<file path="src/rtl/router_pkg.sv">
// Shared router definitions: flit layout, flit type codes, port indices
// and the per-output-port allocator state encoding.
package router_pkg;

    localparam int FLIT_W   = 40;
    localparam int NPORT    = 5;
    localparam int NCREDITS = 4;

    localparam int SRC_LSB  = 36;
    localparam int SRC_W    = 4;
    localparam int DST_LSB  = 32;
    localparam int DST_W    = 4;
    localparam int TS_LSB   = 24;
    localparam int TS_W     = 8;
    localparam int DATA_LSB = 2;
    localparam int DATA_W   = 22;
    localparam int TYPE_LSB = 0;
    localparam int TYPE_W   = 2;

    localparam int P_L = 0;
    localparam int P_N = 1;
    localparam int P_E = 2;
    localparam int P_S = 3;
    localparam int P_W = 4;

    typedef enum logic [1:0] {
        SINGLE = 2'b00,
        HEAD   = 2'b01,
        BODY   = 2'b10,
        TAIL   = 2'b11
    } flit_type_e;

    typedef enum logic {
        IDLE   = 1'b0,
        LOCKED = 1'b1
    } sa_state_e;

endpackage

</file>
<file path="src/rtl/rr_pick.sv">
// Round-robin one-hot picker: first set request at or above ptr_i,
// wrapping, found via a doubled request vector.
module rr_pick #(
    parameter int N = 5
) (
    input  logic [N-1:0]         req_i,
    input  logic [$clog2(N)-1:0] ptr_i,
    output logic [N-1:0]         gnt_o
);

    localparam logic [2*N-1:0] ONE = 1;

    logic [2*N-1:0] dbl;
    logic [2*N-1:0] msk;
    logic [2*N-1:0] low;

    assign dbl   = {req_i, req_i};
    assign msk   = dbl & ~((ONE << ptr_i) - ONE);
    assign low   = msk & (~msk + ONE);
    assign gnt_o = low[N-1:0] | low[2*N-1:N];

endmodule

</file>
<file path="src/rtl/sa_port_arbiter.sv">
// Output-port switch allocator: round-robin grant, credit tracking and
// packet locking for one output port of the 5-port router.
module sa_port_arbiter
    import router_pkg::*;
#(
    parameter int DATASIZE = FLIT_W,
    parameter int NREQ     = NPORT,
    parameter int CREDITS  = NCREDITS,
    parameter int CW       = $clog2(CREDITS + 1)
) (
    input  logic                     clk,
    input  logic                     rst_n,
    input  logic [NREQ-1:0]          req,
    input  logic [NREQ*DATASIZE-1:0] req_data,
    input  logic                     full_in,
    input  logic                     credit_ret,
    output logic [NREQ-1:0]          grant,
    output logic [DATASIZE-1:0]      data_out,
    output logic                     valid_out,
    output logic                     outfifo_winc,
    output logic [NREQ-1:0]          arb_res,
    output logic [CW-1:0]            credits,
    output logic                     locked,
    output logic                     proto_err
);

    localparam int IW = $clog2(NREQ);
    localparam logic [NREQ-1:0] ONE = 1;

    sa_state_e           state_q, state_d;
    logic [IW-1:0]       rr_q, rr_d;
    logic [IW-1:0]       own_q, own_d;
    logic [CW-1:0]       cred_q, cred_d;
    logic [DATASIZE-1:0] dout_q;
    logic [NREQ-1:0]     arb_q;
    logic                vld_q;
    logic                err_q, err_d;

    logic [NREQ-1:0]     pick;
    logic [NREQ-1:0]     gnt;
    logic [IW-1:0]       win;
    logic [DATASIZE-1:0] wflit;
    flit_type_e          wtype;
    logic                en;

    function automatic logic [IW-1:0] inc(input logic [IW-1:0] x);
        return (x == IW'(NREQ - 1)) ? '0 : x + 1'b1;
    endfunction

    rr_pick #(.N(NREQ)) u_pick (
        .req_i (req),
        .ptr_i (rr_q),
        .gnt_o (pick)
    );

    always_comb begin
        en      = !full_in && (cred_q != '0);
        gnt     = '0;
        win     = '0;
        wflit   = '0;
        state_d = state_q;
        rr_d    = rr_q;
        own_d   = own_q;
        err_d   = err_q;
        cred_d  = cred_q;

        unique case (state_q)
            IDLE:   gnt = en ? pick : '0;
            LOCKED: gnt = (en && req[own_q]) ? (ONE << own_q) : '0;
        endcase

        for (int i = 0; i < NREQ; i++) begin
            if (gnt[i]) begin
                win   = IW'(i);
                wflit = req_data[i*DATASIZE +: DATASIZE];
            end
        end
        wtype = flit_type_e'(wflit[TYPE_LSB +: TYPE_W]);

        if (|gnt) begin
            unique case (state_q)
                IDLE: begin
                    unique case (wtype)
                        HEAD: begin
                            state_d = LOCKED;
                            own_d   = win;
                        end
                        SINGLE: rr_d = inc(win);
                        BODY, TAIL: begin
                            err_d = 1'b1;
                            rr_d  = inc(win);
                        end
                    endcase
                end
                LOCKED: begin
                    unique case (wtype)
                        TAIL: begin
                            state_d = IDLE;
                            rr_d    = inc(own_q);
                        end
                        BODY: ;
                        HEAD: err_d = 1'b1;
                        SINGLE: begin
                            err_d   = 1'b1;
                            state_d = IDLE;
                            rr_d    = inc(own_q);
                        end
                    endcase
                end
            endcase
        end

        // A return into a full counter is a downstream bookkeeping error.
        if (|gnt && !credit_ret) begin
            cred_d = cred_q - 1'b1;
        end else if (!(|gnt) && credit_ret) begin
            if (cred_q == CW'(CREDITS)) err_d = 1'b1;
            else                        cred_d = cred_q + 1'b1;
        end
    end

    always_ff @(posedge clk or negedge rst_n) begin
        if (!rst_n) begin
            state_q <= IDLE;
            rr_q    <= '0;
            own_q   <= '0;
            cred_q  <= CW'(CREDITS);
            dout_q  <= '0;
            vld_q   <= 1'b0;
            arb_q   <= '0;
            err_q   <= 1'b0;
        end else begin
            state_q <= state_d;
            rr_q    <= rr_d;
            own_q   <= own_d;
            cred_q  <= cred_d;
            vld_q   <= |gnt;
            arb_q   <= gnt;
            err_q   <= err_d;
            if (|gnt) dout_q <= wflit;
        end
    end

    assign grant        = gnt;
    assign data_out     = dout_q;
    assign valid_out    = vld_q;
    assign outfifo_winc = vld_q;
    assign arb_res      = arb_q;
    assign credits      = cred_q;
    assign locked       = (state_q == LOCKED);
    assign proto_err    = err_q;

endmodule

</file>
<file path="config.mk">
export PLATFORM = sky130hd
export DESIGN_NAME = sa_port_arbiter
export DESIGN_NICKNAME = d
export VERILOG_FILES = /design/src/rtl/router_pkg.sv /design/src/rtl/rr_pick.sv /design/src/rtl/sa_port_arbiter.sv
export SDC_FILE = /design/constraint.sdc
export NUM_CORES = 1
export LEC_CHECK = 0
export ABC_AREA = 0
export CORE_MARGIN = 2
export CORE_UTILIZATION = 40
export CTS_CLUSTER_DIAMETER = 100
export DETAILED_ROUTE_END_ITERATION = 8
export PLACE_DENSITY_LB_ADDON = 0.08
export SETUP_SLACK_MARGIN = 0.15
export SLEW_MARGIN = 20
export SYNTH_ARGS = -nofsm -noshare
export SYNTH_HDL_FRONTEND = slang
export SYNTH_SLANG_ARGS = --single-unit
export TNS_END_PERCENT = 50
</file>
<file path="constraint.sdc">
create_clock -name clk -period 10.42 [get_ports clk]
set_input_delay 1.042 -clock clk [delete_from_list [all_inputs] [get_ports clk]]
set_output_delay 1.042 -clock clk [all_outputs]
set_load 0.01 [all_outputs]
</file>
==> out/metrics.csv <==
metric,value,unit
outcome,"finished, final reports clean",
critical path's largest stage delay,0.64,ns
period utilization,54.2,%
Final Critical Period,5.65,ns
"count leader, synth",dfrtp_1,
worst hold path depth,2,
Achievable Freq,177,MHz
vias in the first global route,4864,
I/O pin count,266,
Die X,106,um
gr busiest metal,met2,
largest net degree at the start of global routing,72,
Core Rows,37,
RSZ-0062 raised after global routing,no,
WS Path Type,reg2out,
vias per cell,5.88,
met2 usage,51.1,%
WL per Instance,19.9,um
H-tree levels,3,
Syn Area/Cell,9.36,sq um
Routed Antenna Nets,0,
sequential fraction of the synthesis area,34.6,%
Pre-antenna DRT Iters,9,
post-synth cell types,68,
syn_nets,662,
die area,11100,sq um
Crit path buffers/inverters,3,
fillcell total,806,
Post-Syn Area,4130,sq um
FF-to-FF Start,rr_q[2],
Worst Hold End,data_out[0],
critical-path cell list,or3b_2 -> ha_1 -> nand2b_1 -> o32ai_1 -> o211ai_1 -> o22a_1 -> o31a_1 -> inv_2 -> buf_4 -> clkdlybuf4s50_1,
ratio of cells with drive above 1 in the final layout,6.06,%
Critical Path RT,9.38,ns
maxcap violations,0,
GR Overflow Total,0,
final hold vios,0,
skew final,0.0108,ns
Slew headroom,33.9,%
hold_sp,data_out[0],
All-Layer GR Usage,28.8,%
CORE AREA,10200,sq um
CTS buffer count,9,
worst r2r path cells,16,
"Setup violations, final",0,
Mapped Cells,441,
#FFs+latches synth,57,
Initial Utilization,40.5,%
HPWL Detailed,11900,um
clock edge transition at the registers on the reported setup and hold paths,0.06,ns
maximum vdd ir drop,0.154,mV
Synth async-reset ratio,100,%
die height,106,um
Clock Path Buffers,2,
Routed WL,16200,um
cell family with the largest share of critical-path delay,buffers and inverters,
Hold WC Path Type,reg2reg,
Worst setup SP type,register,
crit path max-delay cell type,clkdlybuf4s50_1,
met1 Track Usage GR,34.7,%
initial antenna violation count,0,
Main synth FF type,dfrtp_1,
Leak,2.67,nW
Worst Path Arrival,4.61,ns
CTS root buffer,clkbuf_8,
port buffer count,265,
Synth area leaders,"dfrtp_1 34%, a221o_1 7.0%, a222oi_1 6.8%, a211oi_1 5.3%, nor2_1 3.5%",
met3 usage,7.17,%
pins over their slew limit,0,
CP endpoint kind,primary output,
1st-iter DRT viols,417,
via count,4781,
Synth-to-Final Area Change,66.8,%
Num Clock Sinks,57,
register area,1430,sq um
Crit Path Max Fanout,53,
post-cts hold buffer count,0,
number of flops mapped to enable cells by yosys,0,
Synth top cells by count,"56 x dfrtp_1, 39 x nor2_1, 29 x a211oi_1, 29 x a221o_1, 28 x a222oi_1",
r2r setup slk,5.18,ns
TritonCTS clock tree,yes,
dominant cell type by area after synthesis,dfrtp_1,
Synth top area share,34.0,%
gpl congestion,0.967,
post-route insts no fill,813,
post-CTS repair timing setup buffer count,0,
synth warn,0,
Tot Pwr,1.70,mW
Antenna Cells,0,
Slew @ Worst Pin,0.991,ns
Setup TNS,0,ns
Total Nets Final,895,
global-route wire length before repair,25400,um
DRC,0,
pwr/cell area,247,nW/um^2
# resized after CTS,0,
worst reg2reg path endpoint,own_q[0],
footprint of the multi-input gates,2380,sq um
clk_lat worst skew,0.34,ns
placed cells,799,
[logic make-up after synthesis]
| group | Yosys count | share of synthesized area (%) |
|---|---|---|
| simple gates | 110 | 14.9 |
| xor+xnor | 2 | 0.425 |
| fa+ha+maj | 12 | 3.82 |
| compound gates | 188 | 35.6 |
| flops | 57 | 34.6 |
| buf+inv | 63 | 7.97 |
| mux | 9 | 2.67 |
[worst reg2reg max path: stages (launching register included)]
cell and delay [ns]:
dfrtp_1 0.56, or3b_2 0.52, ha_1 0.34, nand2b_1 0.21, mux2i_1 0.25, nor4_2 0.11
a21bo_1 0.23, nor2_4 0.07, buf_4 0.56, inv_1 0.52, o31ai_2 0.42, nor3_1 0.11
a21oi_1 0.15, ha_1 0.15, nor2b_1 0.32, nor2b_1 0.26, mux2_1 0.35
[registers in the layout, summed over array words and instances (netlist names)]
register and flops:
data_out 40, arb_res 5, credits 3, own_q 3
rr_q 3, locked 1, outfifo_winc 1, proto_err 1
[report_power, final]
part | switching [mW] | internal (mW) | total [mW]
clock network | 0.0890 | 0.0957 | 0.185
logic | 0.510 | 0.564 | 1.07
registers | 0.103 | 0.336 | 0.439
total | 0.703 | 0.996 | 1.70
[area by class of cell]
class / count / share of cell area [%]
clock buffers: 11 / 2.20
clock inverters: 3 / 0.255
inverters: 17 / 0.927
well taps: 136 / 2.47
flip-flops and latches: 57 / 20.7
multi-input cells: 321 / 34.6
repair buffers: 268 / 38.8
[per-layer routing]
metal | share of wire, % | wire length, um
met3 | 9.2 | 1490
met5 | 0 | 0
met4 | 1.7 | 272
met1 | 39 | 6280
met2 | 50 | 8180
[layout by cell type, fill, tap and decap left out, types with 3 or more instances in the layout]
cell type / synthesis / routed
a211oi_1: 29 / 29
a21oi_1: 22 / 22
a221o_1: 29 / 29
a221oi_1: 10 / 10
a222oi_1: 28 / 28
a22o_1: 11 / 11
a31oi_1: 3 / 3
buf_4: 6 / 3
clkbuf_8: 0 / 11
clkdlybuf4s50_1: 0 / 264
dfrtp_1: 56 / 56
ha_1: 11 / 11
inv_1: 14 / 14
inv_2: 3 / 3
mux2_1: 4 / 4
nand2_1: 17 / 17
nand2b_1: 16 / 16
nand3_1: 5 / 5
nor2_1: 39 / 38
nor2b_1: 3 / 3
nor3_1: 4 / 4
o211ai_1: 3 / 3
o21ai_0: 27 / 27
o21ai_1: 3 / 3
o31ai_1: 4 / 4
or3_1: 3 / 3
[metrics by stage]
step	setup WS (ns)	instance area, sq um	util, %	hold WS [ns]
after global routing	4.46	6880	67.6	0.518
after CTS	4.79	6880	67.5	0.500
after detailed placement	4.93	6710	65.9	0.483
final	4.77	6880	67.6	0.498
after floorplan	6.19	4130	-	0.506
after global placement	4.98	6710	65.9	0.482
[how the worst max path moves through the flow]
stage / start / to / slack, ns / cells past startpoint
4_1_cts: rr_q[2] / grant[4] / 4.79 / 10
5_1_grt: rr_q[2] / grant[4] / 4.46 / 10
3_5_place_dp: full_in / grant[4] / 4.93 / 8
6_report: rr_q[2] / grant[4] / 4.77 / 10
2_1_floorplan: rr_q[2] / credits[2] / 6.19 / 21
3_3_place_gp: full_in / grant[4] / 4.98 / 8
No activity file was read; power rests on OpenSTA's default activity.
